`src/rtl/instr_encoder_loader.sv`:
```
// Encodes per-field RV32I instruction descriptions into 32-bit words and streams them
// through a small FIFO into instruction memory under a start/count/done sequencer.
module instr_encoder_loader #(
  parameter int ADDR_W = 32,
  parameter int CNT_W  = 16,
  parameter int DEPTH  = 2
) (
  input  logic              clk,
  input  logic              rst_n,
  input  logic              start,
  input  logic [ADDR_W-1:0] start_addr,
  input  logic [CNT_W-1:0]  count,
  input  logic              in_valid,
  output logic              in_ready,
  input  logic [2:0]        fmt,
  input  logic [6:0]        opcode,
  input  logic [4:0]        rd,
  input  logic [4:0]        rs1,
  input  logic [4:0]        rs2,
  input  logic [2:0]        func3,
  input  logic [6:0]        func7,
  input  logic [31:0]       imm,
  output logic              imem_wr_valid,
  input  logic              imem_wr_ready,
  output logic [ADDR_W-1:0] imem_addr,
  output logic [31:0]       imem_wdata,
  output logic              busy,
  output logic              done,
  output logic              err
);

  localparam int PTR_W = (DEPTH > 1) ? $clog2(DEPTH) : 1;
  localparam logic [31:0] NOP_WORD = 32'h0000_0013;

  typedef enum logic [1:0] {
    S_IDLE,
    S_LOAD,
    S_DONE
  } state_t;

  state_t            state_reg, state_next;
  logic              start_accept;
  logic [ADDR_W-1:0] base_addr_reg;
  logic [CNT_W-1:0]  count_reg;
  logic [CNT_W-1:0]  acc_reg;
  logic [CNT_W-1:0]  wr_reg;
  logic              err_reg;

  logic [PTR_W-1:0]  wr_ptr_reg;
  logic [PTR_W-1:0]  rd_ptr_reg;
  logic [PTR_W:0]    fill_reg;
  logic [31:0]       fifo_mem [DEPTH];
  logic              fifo_full;
  logic              fifo_empty;
  logic              push;
  logic              pop;

  logic [31:0]       enc_word;
  logic              enc_illegal;

  // Field packing; illegal formats collapse to a NOP so the program length is preserved.
  always_comb begin
    enc_word    = NOP_WORD;
    enc_illegal = 1'b0;
    case (fmt)
      3'd0: enc_word = {func7, rs2, rs1, func3, rd, opcode};
      3'd1: begin
        if (opcode == 7'b0010011 && (func3 == 3'b001 || func3 == 3'b101))
          enc_word = {func7, imm[4:0], rs1, func3, rd, opcode};
        else
          enc_word = {imm[11:0], rs1, func3, rd, opcode};
      end
      3'd2: enc_word = {imm[11:5], rs2, rs1, func3, imm[4:0], opcode};
      3'd3: enc_word = {imm[12], imm[10:5], rs2, rs1, func3, imm[4:1], imm[11], opcode};
      3'd4: enc_word = {imm[31:12], rd, opcode};
      3'd5: enc_word = {imm[20], imm[10:1], imm[11], imm[19:12], rd, opcode};
      default: begin
        enc_word    = NOP_WORD;
        enc_illegal = 1'b1;
      end
    endcase
  end

  assign fifo_full  = (fill_reg == (PTR_W+1)'(DEPTH));
  assign fifo_empty = (fill_reg == '0);

  assign in_ready      = (state_reg == S_LOAD) && !fifo_full && (acc_reg < count_reg);
  assign push          = in_valid && in_ready;
  assign imem_wr_valid = !fifo_empty;
  assign pop           = imem_wr_valid && imem_wr_ready;
  // Head is masked while empty so the data bus idles at zero rather than stale entries.
  assign imem_wdata    = fifo_empty ? 32'h0 : fifo_mem[rd_ptr_reg];
  assign imem_addr     = base_addr_reg + (ADDR_W'(wr_reg) << 2);

  assign busy = (state_reg != S_IDLE);
  assign done = (state_reg == S_DONE);
  assign err  = err_reg;

  always_comb begin
    state_next   = state_reg;
    start_accept = 1'b0;
    case (state_reg)
      S_IDLE: begin
        if (start) begin
          start_accept = 1'b1;
          state_next   = (count == '0) ? S_DONE : S_LOAD;
        end
      end
      S_LOAD: begin
        if (wr_reg == count_reg)
          state_next = S_DONE;
      end
      S_DONE:  state_next = S_IDLE;
      default: state_next = S_IDLE;
    endcase
  end

  always_ff @(posedge clk or negedge rst_n) begin
    if (!rst_n) begin
      state_reg     <= S_IDLE;
      base_addr_reg <= '0;
      count_reg     <= '0;
      acc_reg       <= '0;
      wr_reg        <= '0;
      err_reg       <= 1'b0;
    end else begin
      state_reg <= state_next;
      if (start_accept) begin
        base_addr_reg <= start_addr;
        count_reg     <= count;
        acc_reg       <= '0;
        wr_reg        <= '0;
        err_reg       <= 1'b0;
      end else begin
        if (push)
          acc_reg <= acc_reg + CNT_W'(1);
        if (pop)
          wr_reg <= wr_reg + CNT_W'(1);
        if (push && enc_illegal)
          err_reg <= 1'b1;
      end
    end
  end

  // Pointer/fill state is reset so an aborted load leaves nothing to drain.
  always_ff @(posedge clk or negedge rst_n) begin
    if (!rst_n) begin
      wr_ptr_reg <= '0;
      rd_ptr_reg <= '0;
      fill_reg   <= '0;
    end else begin
      if (push)
        wr_ptr_reg <= wr_ptr_reg + PTR_W'(1);
      if (pop)
        rd_ptr_reg <= rd_ptr_reg + PTR_W'(1);
      if (push && !pop)
        fill_reg <= fill_reg + (PTR_W+1)'(1);
      else if (pop && !push)
        fill_reg <= fill_reg - (PTR_W+1)'(1);
    end
  end

  generate
    for (genvar gi = 0; gi < DEPTH; gi++) begin : g_fifo_entry
      always_ff @(posedge clk) begin
        if (push && (wr_ptr_reg == PTR_W'(gi)))
          fifo_mem[gi] <= enc_word;
      end
    end
  endgenerate

endmodule

```
`config.mk`:
```
export PLATFORM = sky130hd
export DESIGN_NAME = instr_encoder_loader
export DESIGN_NICKNAME = d
export VERILOG_FILES = /design/src/rtl/instr_encoder_loader.sv
export SDC_FILE = /design/constraint.sdc
export NUM_CORES = 1
export LEC_CHECK = 0
export CORE_MARGIN = 1.5
export CORE_UTILIZATION = 46
export DETAILED_ROUTE_END_ITERATION = 10
export PLACE_DENSITY = 0.81
export SYNTH_ARGS = -nofsm -noshare
export SYNTH_HDL_FRONTEND = slang
export SYNTH_SLANG_ARGS = --single-unit
```
`constraint.sdc`:
```
create_clock -name clk -period 4.3 [get_ports clk]
set_input_delay 0.43 -clock clk [delete_from_list [all_inputs] [get_ports clk]]
set_output_delay 0.43 -clock clk [all_outputs]
set_load 0.005 [all_outputs]
```
; After elaboration in Yosys (flattened, before gate mapping)
; Memory sizes are Yosys's and may differ from the RTL's.
; Index checks and enable logic that the tools add are counted.
[totals]
ram_bits = 64
input_bits = 120
register_bits = 87
wordCells = 85
mem_count = 1
[classes]
add_sub_neg = 7
bitwise_logic = 1
mux = 25
eq_ne = 14
n_reduce_logical = 27
order_cmp = 1
[memory_table]
columns = memory, words, word_bits, rd, rd_clocked_by_memory_dff, wr, line_no
row1 = fifo_mem, 2, 32, 1, 0, 1, 52  ; logic [31:0] fifo_mem [DEPTH];
[ops]
columns = cell, count
row1 = case mux 32 bit (6 select lines), 1
row2 = 2-to-1 mux 32 bit, 3
row3 = 2-to-1 mux 16 bit, 4
row4 = "adder 16 x 1 -> 16 bit, second input constant", 2
row5 = adder 32 x 18 -> 32 bit, 1
row6 = OR reduction 32 bit, 1
row7 = equality test 16 bit, 1
row8 = zero test 16 bit, 1
row9 = < comparator 16 bit, 1
row10 = 2-to-1 mux 1 bit, 11
row11 = logical AND 1 bit, 10
row12 = 2-to-1 mux 2 bit, 5
row13 = nonzero test 2 bit, 5
row14 = "equality test 3 bit, second input constant", 3
row15 = "equality test 7 x 5 -> 1 bit, second input constant", 1
row16 = "equality test 3 x 1 -> 1 bit, second input constant", 2
row17 = "equality test 3 x 2 -> 1 bit, second input constant", 2
row18 = OR reduction 6 bit, 1
row19 = "equality test 2 bit, second input constant", 2
row20 = zero test 1 bit, 4
row21 = zero test 2 bit, 2
row22 = case mux 2 bit (2 select lines), 1
row23 = zero test 3 bit, 1
row24 = "adder 1 bit, second input constant", 2
row25 = 8 further kinds, 8

; Depth between registers and ports, before layout
[logic_depth]
ltp_word = 10
ltp_mapped = 12
ltp_nobuf = 11

; Worst setup path before layout
; No wires, ideal clock.
[synth_path]
path_kind = register to register
start = reg acc_reg[1]
end = mem fifo_mem[0][0] (enable)
synth_period_minus_slack_ns = 4.342
path_buffers = 1
slack_ns = -0.042
stages_incl_launch_ff = 7
arrival_ns = 3.881
t_required_ns = 3.839
path_cell_list = dfrtp_1 ha_1 a2111oi_2 nor3_1 o31a_1 clkbuf_1 nor3_1
[synth_via]
elab_chain_cells = 8
[synth_lines]
columns = item, line_no
row1 = "start, declared", 45  ; logic [CNT_W-1:0] acc_reg;
row2 = "start signal, assigned", 136  ; acc_reg <= acc_reg + CNT_W'(1);
row3 = < comparator 16 bit (*), 87  ; assign in_ready = (state_reg == S_LOAD) && !fifo_full && (acc_reg < count_reg);
row4 = logical AND 1 bit (*), 87
row5 = logical AND 1 bit (*), 88  ; assign push = in_valid && in_ready;
row6 = logical AND 1 bit, 166  ; if (push && (wr_ptr_reg == PTR_W'(gi)))
row7 = 2-to-1 mux 1 bit, 166
row8 = 2-to-1 mux 1 bit (implied by the code), 167  ; fifo_mem[gi] <= enc_word;
row9 = OR reduction 32 bit (no line), -
row10 = 2-to-1 mux 1 bit (no line), -
row11 = "end, declared", 52
; Every way passes the cells marked *; elsewhere a longest branch is shown, timed or not.

; Final worst setup path
[layout_path]
start = reg wr_reg[0]
end = out imem_addr[16]
[layout_via]
elab_chain_cells = 1
[layout_lines]
columns = item, line_no
row1 = "start, declared", 46  ; logic [CNT_W-1:0] wr_reg;
row2 = "start signal, assigned", 138  ; wr_reg <= wr_reg + CNT_W'(1);
row3 = adder 32 x 18 -> 32 bit, 93  ; assign imem_addr = base_addr_reg + (ADDR_W'(wr_reg) << 2);
row4 = "end, declared", 25  ; output logic [ADDR_W-1:0] imem_addr,
; Every way passes these cells.

==> flow_metrics.tcl <==
set metrics [dict create \
    status "completed" \
    vias 6792 \
    synth_area_leader_cell "dfrtp_1" \
    maxCapViolations 0 \
    reg2reg_to "fill_reg[1]" \
    finalWirelength_mm 20.65 \
    drtIter0Drc 283 \
    synth_common_cells "170 x nand2_1, 87 x dfrtp_1, 67 x nor2_1" \
    critPathLaunch "wr_reg[0]" \
    drive_gt1_share_pct 5.673 \
    preCtsSetupSlack_ns 0.6042 \
    finalNonFillerCells 1269 \
    holdBufCountCts 0 \
    postRouteAntennaNets 0 \
    cts_buffer_depth 2 \
    pwr-share-seq_pct 38.4 \
    ir_worst_vdd_mv 0.3556 \
    ys.flop_type "dfrtp_1" \
    finalCriticalPeriod_ns 4.007 \
    pwr-share-clk_pct 29.8 \
    dr.pass1.iters 4 \
    place_inst 1237 \
    mappedNetlistArea_mm2 0.008339 \
    finalSetupViolations 0 \
    die_area_mm2 0.01895 \
    postSynthCellCount 848 \
    grt_pass1_vias 6802 \
    worst_pin_slew_ns 1.012 \
    setup_slack_ns 0.2930 \
    finClkSkew_ns 0.01012 \
    synth_fp_nets 1003 \
    reg2reg_depth 10 \
    dp_hpwl_mm 15.47 \
    gp_congestion 0.8778 \
    ys_types 58 \
    yosysWarningCount 0 \
    viasPerCell 5.352 \
    core_mm2 0.01784 \
    leakagePower_nw 4.798 \
    grt_max_degree 54 \
    numCtsBuffers 17 \
    clkSlewWorstSetupHoldPaths_ns 0.06 \
    yosysMostFrequentCell "nand2_1" \
    ys_seq_area_share_pct 49.15 \
    nets 1182 \
    crit_path_start_kind "register" \
    clockRootBuffer "clkbuf_16" \
    num_rows 49 \
    synth.area.top_cells "dfrtp_1 26%, edfxtp_1 23%, nand2_1 7.7%" \
    reg2reg_from "count_reg[13]" \
    slew_headroom_pct 32.55 \
    synth_seq_cells 151 \
    utilization_pct 62.07 \
    overflow 0 \
    r2r_slack_ns 1.22 \
    die_x_um 137.6 \
    place_area_mm2 0.01043 \
    power_density_mw_per_mm2 482.0 \
    power.total_mw 5.337 \
    crit_end "imem_addr[16]" \
    clkSinkCount 151 \
    wl_per_cell_um 16.28 \
    synth_edf_count 64 \
    dieHeight_um 137.6 \
    route.detailed.drc 0 \
    cts-htree-levels 4 \
    p_int_mw 3.686 \
    portBuffers 188 \
    hp-class "in2async" \
    p_sw_share_pct 30.94 \
    area_growth_pct 32.80 \
    worstPathRequired_ns 3.87 \
    max_freq_mhz 249.6 \
    end_kind "primary output" \
    cts_tree "yes" \
    whs_ns 0.002391 \
    pin_count 189 \
    synthArstFlopShare_pct 57.62 \
    clock_latency_ns 0.43 \
    power.switching_mw 1.652 \
    cts_setup_buffers 0 \
    grt_usage_pct 23.14 \
    largest_reg_flops 64 \
    start_util_pct 46.74 \
    syn-mean-instance-area_um2 9.834 \
    fin_crit_sh_pct 93.19 \
    power_frac_comb_pct 31.8 \
    criticalPathCategory "reg2out" \
    path_max_fanout 5 \
    finalHoldViolCount 0 \
    yosys.area.top_type_share_pct 26.11 \
    stdcell_area_mm2 0.01107 \
    worstPathArrival_ns 3.58 \
    grt_pass1_wl_mm 33.35 \
    final_max_slew_viol_count 0 \
    fin_setup_tns_ns 0 \
    antenna_found_initial 0 \
    grt_setup_unrepaired "false" \
    diodes 0 \
]
power groups by stage:
stage / registers [mW] / logic, mW / clock network (mW)
3_3_place_gp: 2.07 / 1.69 / 0
5_1_grt: 2.09 / 1.88 / 1.68
4_1_cts: 2.05 / 1.73 / 1.62
2_1_floorplan: 1.95 / 0.923 / 0
6_report: 2.05 / 1.70 / 1.59
3_5_place_dp: 2.08 / 1.71 / 0
cells in the final DEF, fill, tap and decap left out, drive strengths merged, types with 3 or more instances in the layout:
| cell type | count |
|---|---|
| a211oi | 6 |
| xnor2 | 37 |
| and3 | 10 |
| nand2b | 14 |
| clkdlybuf4s50 | 187 |
| bufinv | 3 |
| o211ai | 3 |
| nand4 | 18 |
| o2111ai | 4 |
| clkbuf | 17 |
| o21a | 6 |
| and2 | 7 |
| nor2b | 6 |
| buf | 9 |
| or4 | 3 |
| nor2 | 67 |
| nor3 | 13 |
| edfxtp | 64 |
| ha | 34 |
| xor2 | 24 |
| clkinv | 3 |
| nor4 | 11 |
| o21bai | 5 |
| mux2i | 43 |
| o21ai | 44 |
| nand2 | 170 |
| dfrtp | 87 |
| inv | 39 |
| a21oi | 33 |
| a21o | 16 |
| o31ai | 4 |
| nand3 | 11 |
| a22oi | 4 |
| a22o | 10 |
timing repair:
item                       CTS  global route
setup endpoints to repair    0             7
gates resized for setup      0             1
hold endpoints to repair     0             0
area by class of cell:
| cell class | count | area, µm² |
|---|---|---|
| Fill cell | 1512 | 6766 |
| Sequential cell | 151 | 4100 |
| Multi-Input combinational cell | 630 | 3998 |
| Timing Repair Buffer | 196 | 1939 |
| Clock buffer | 17 | 425.4 |
| Tap cell | 229 | 286.5 |
| Clock inverter | 15 | 209.0 |
| Inverter | 31 | 116.4 |
critical path: stages (launching register included):
cell	delay (ns)
dfrtp_1	0.45
ha_1	0.25
fa_1	0.44
a211oi_1	0.37
o21ai_1	0.16
a31oi_2	0.33
a211oi_1	0.16
or2_0	0.24
o311ai_1	0.22
clkdlybuf4s50_1	0.54
metal layers:
layer,track usage [%],vias up,part of all wire (%)
met5,0,-,0
met4,11.99,0,3.8
met2,39.06,252,48
met3,7.689,51,9.2
li1,-,3336,-
met1,26.01,3153,39
kinds of logic after synthesis:
family	after synthesis	share of synthesized area [%]
xor gates and xnor gates	61	6.407
buffers and inverters	67	3.196
DFF	151	49.15
and+or+nand+nor	337	18.57
adders and majority gates	35	5.341
AOI/OAI and AO/OA	152	11.90
muxes	45	5.431
how the worst min path moves through the flow:
stage	start	to	slack, ns	cells past startpoint
6_report	rst_n	base_addr_reg[10]	0.002	1
5_1_grt	rst_n	base_addr_reg[10]	0.05	1
4_1_cts	rst_n	base_addr_reg[0]	0.02	1
3_5_place_dp	base_addr_reg[0]	base_addr_reg[0]	0.47	2
3_3_place_gp	rst_n	base_addr_reg[10]	0.47	1
2_1_floorplan	rst_n	acc_reg[0]	0.13	0
No activity file was read; power rests on OpenSTA's default activity.
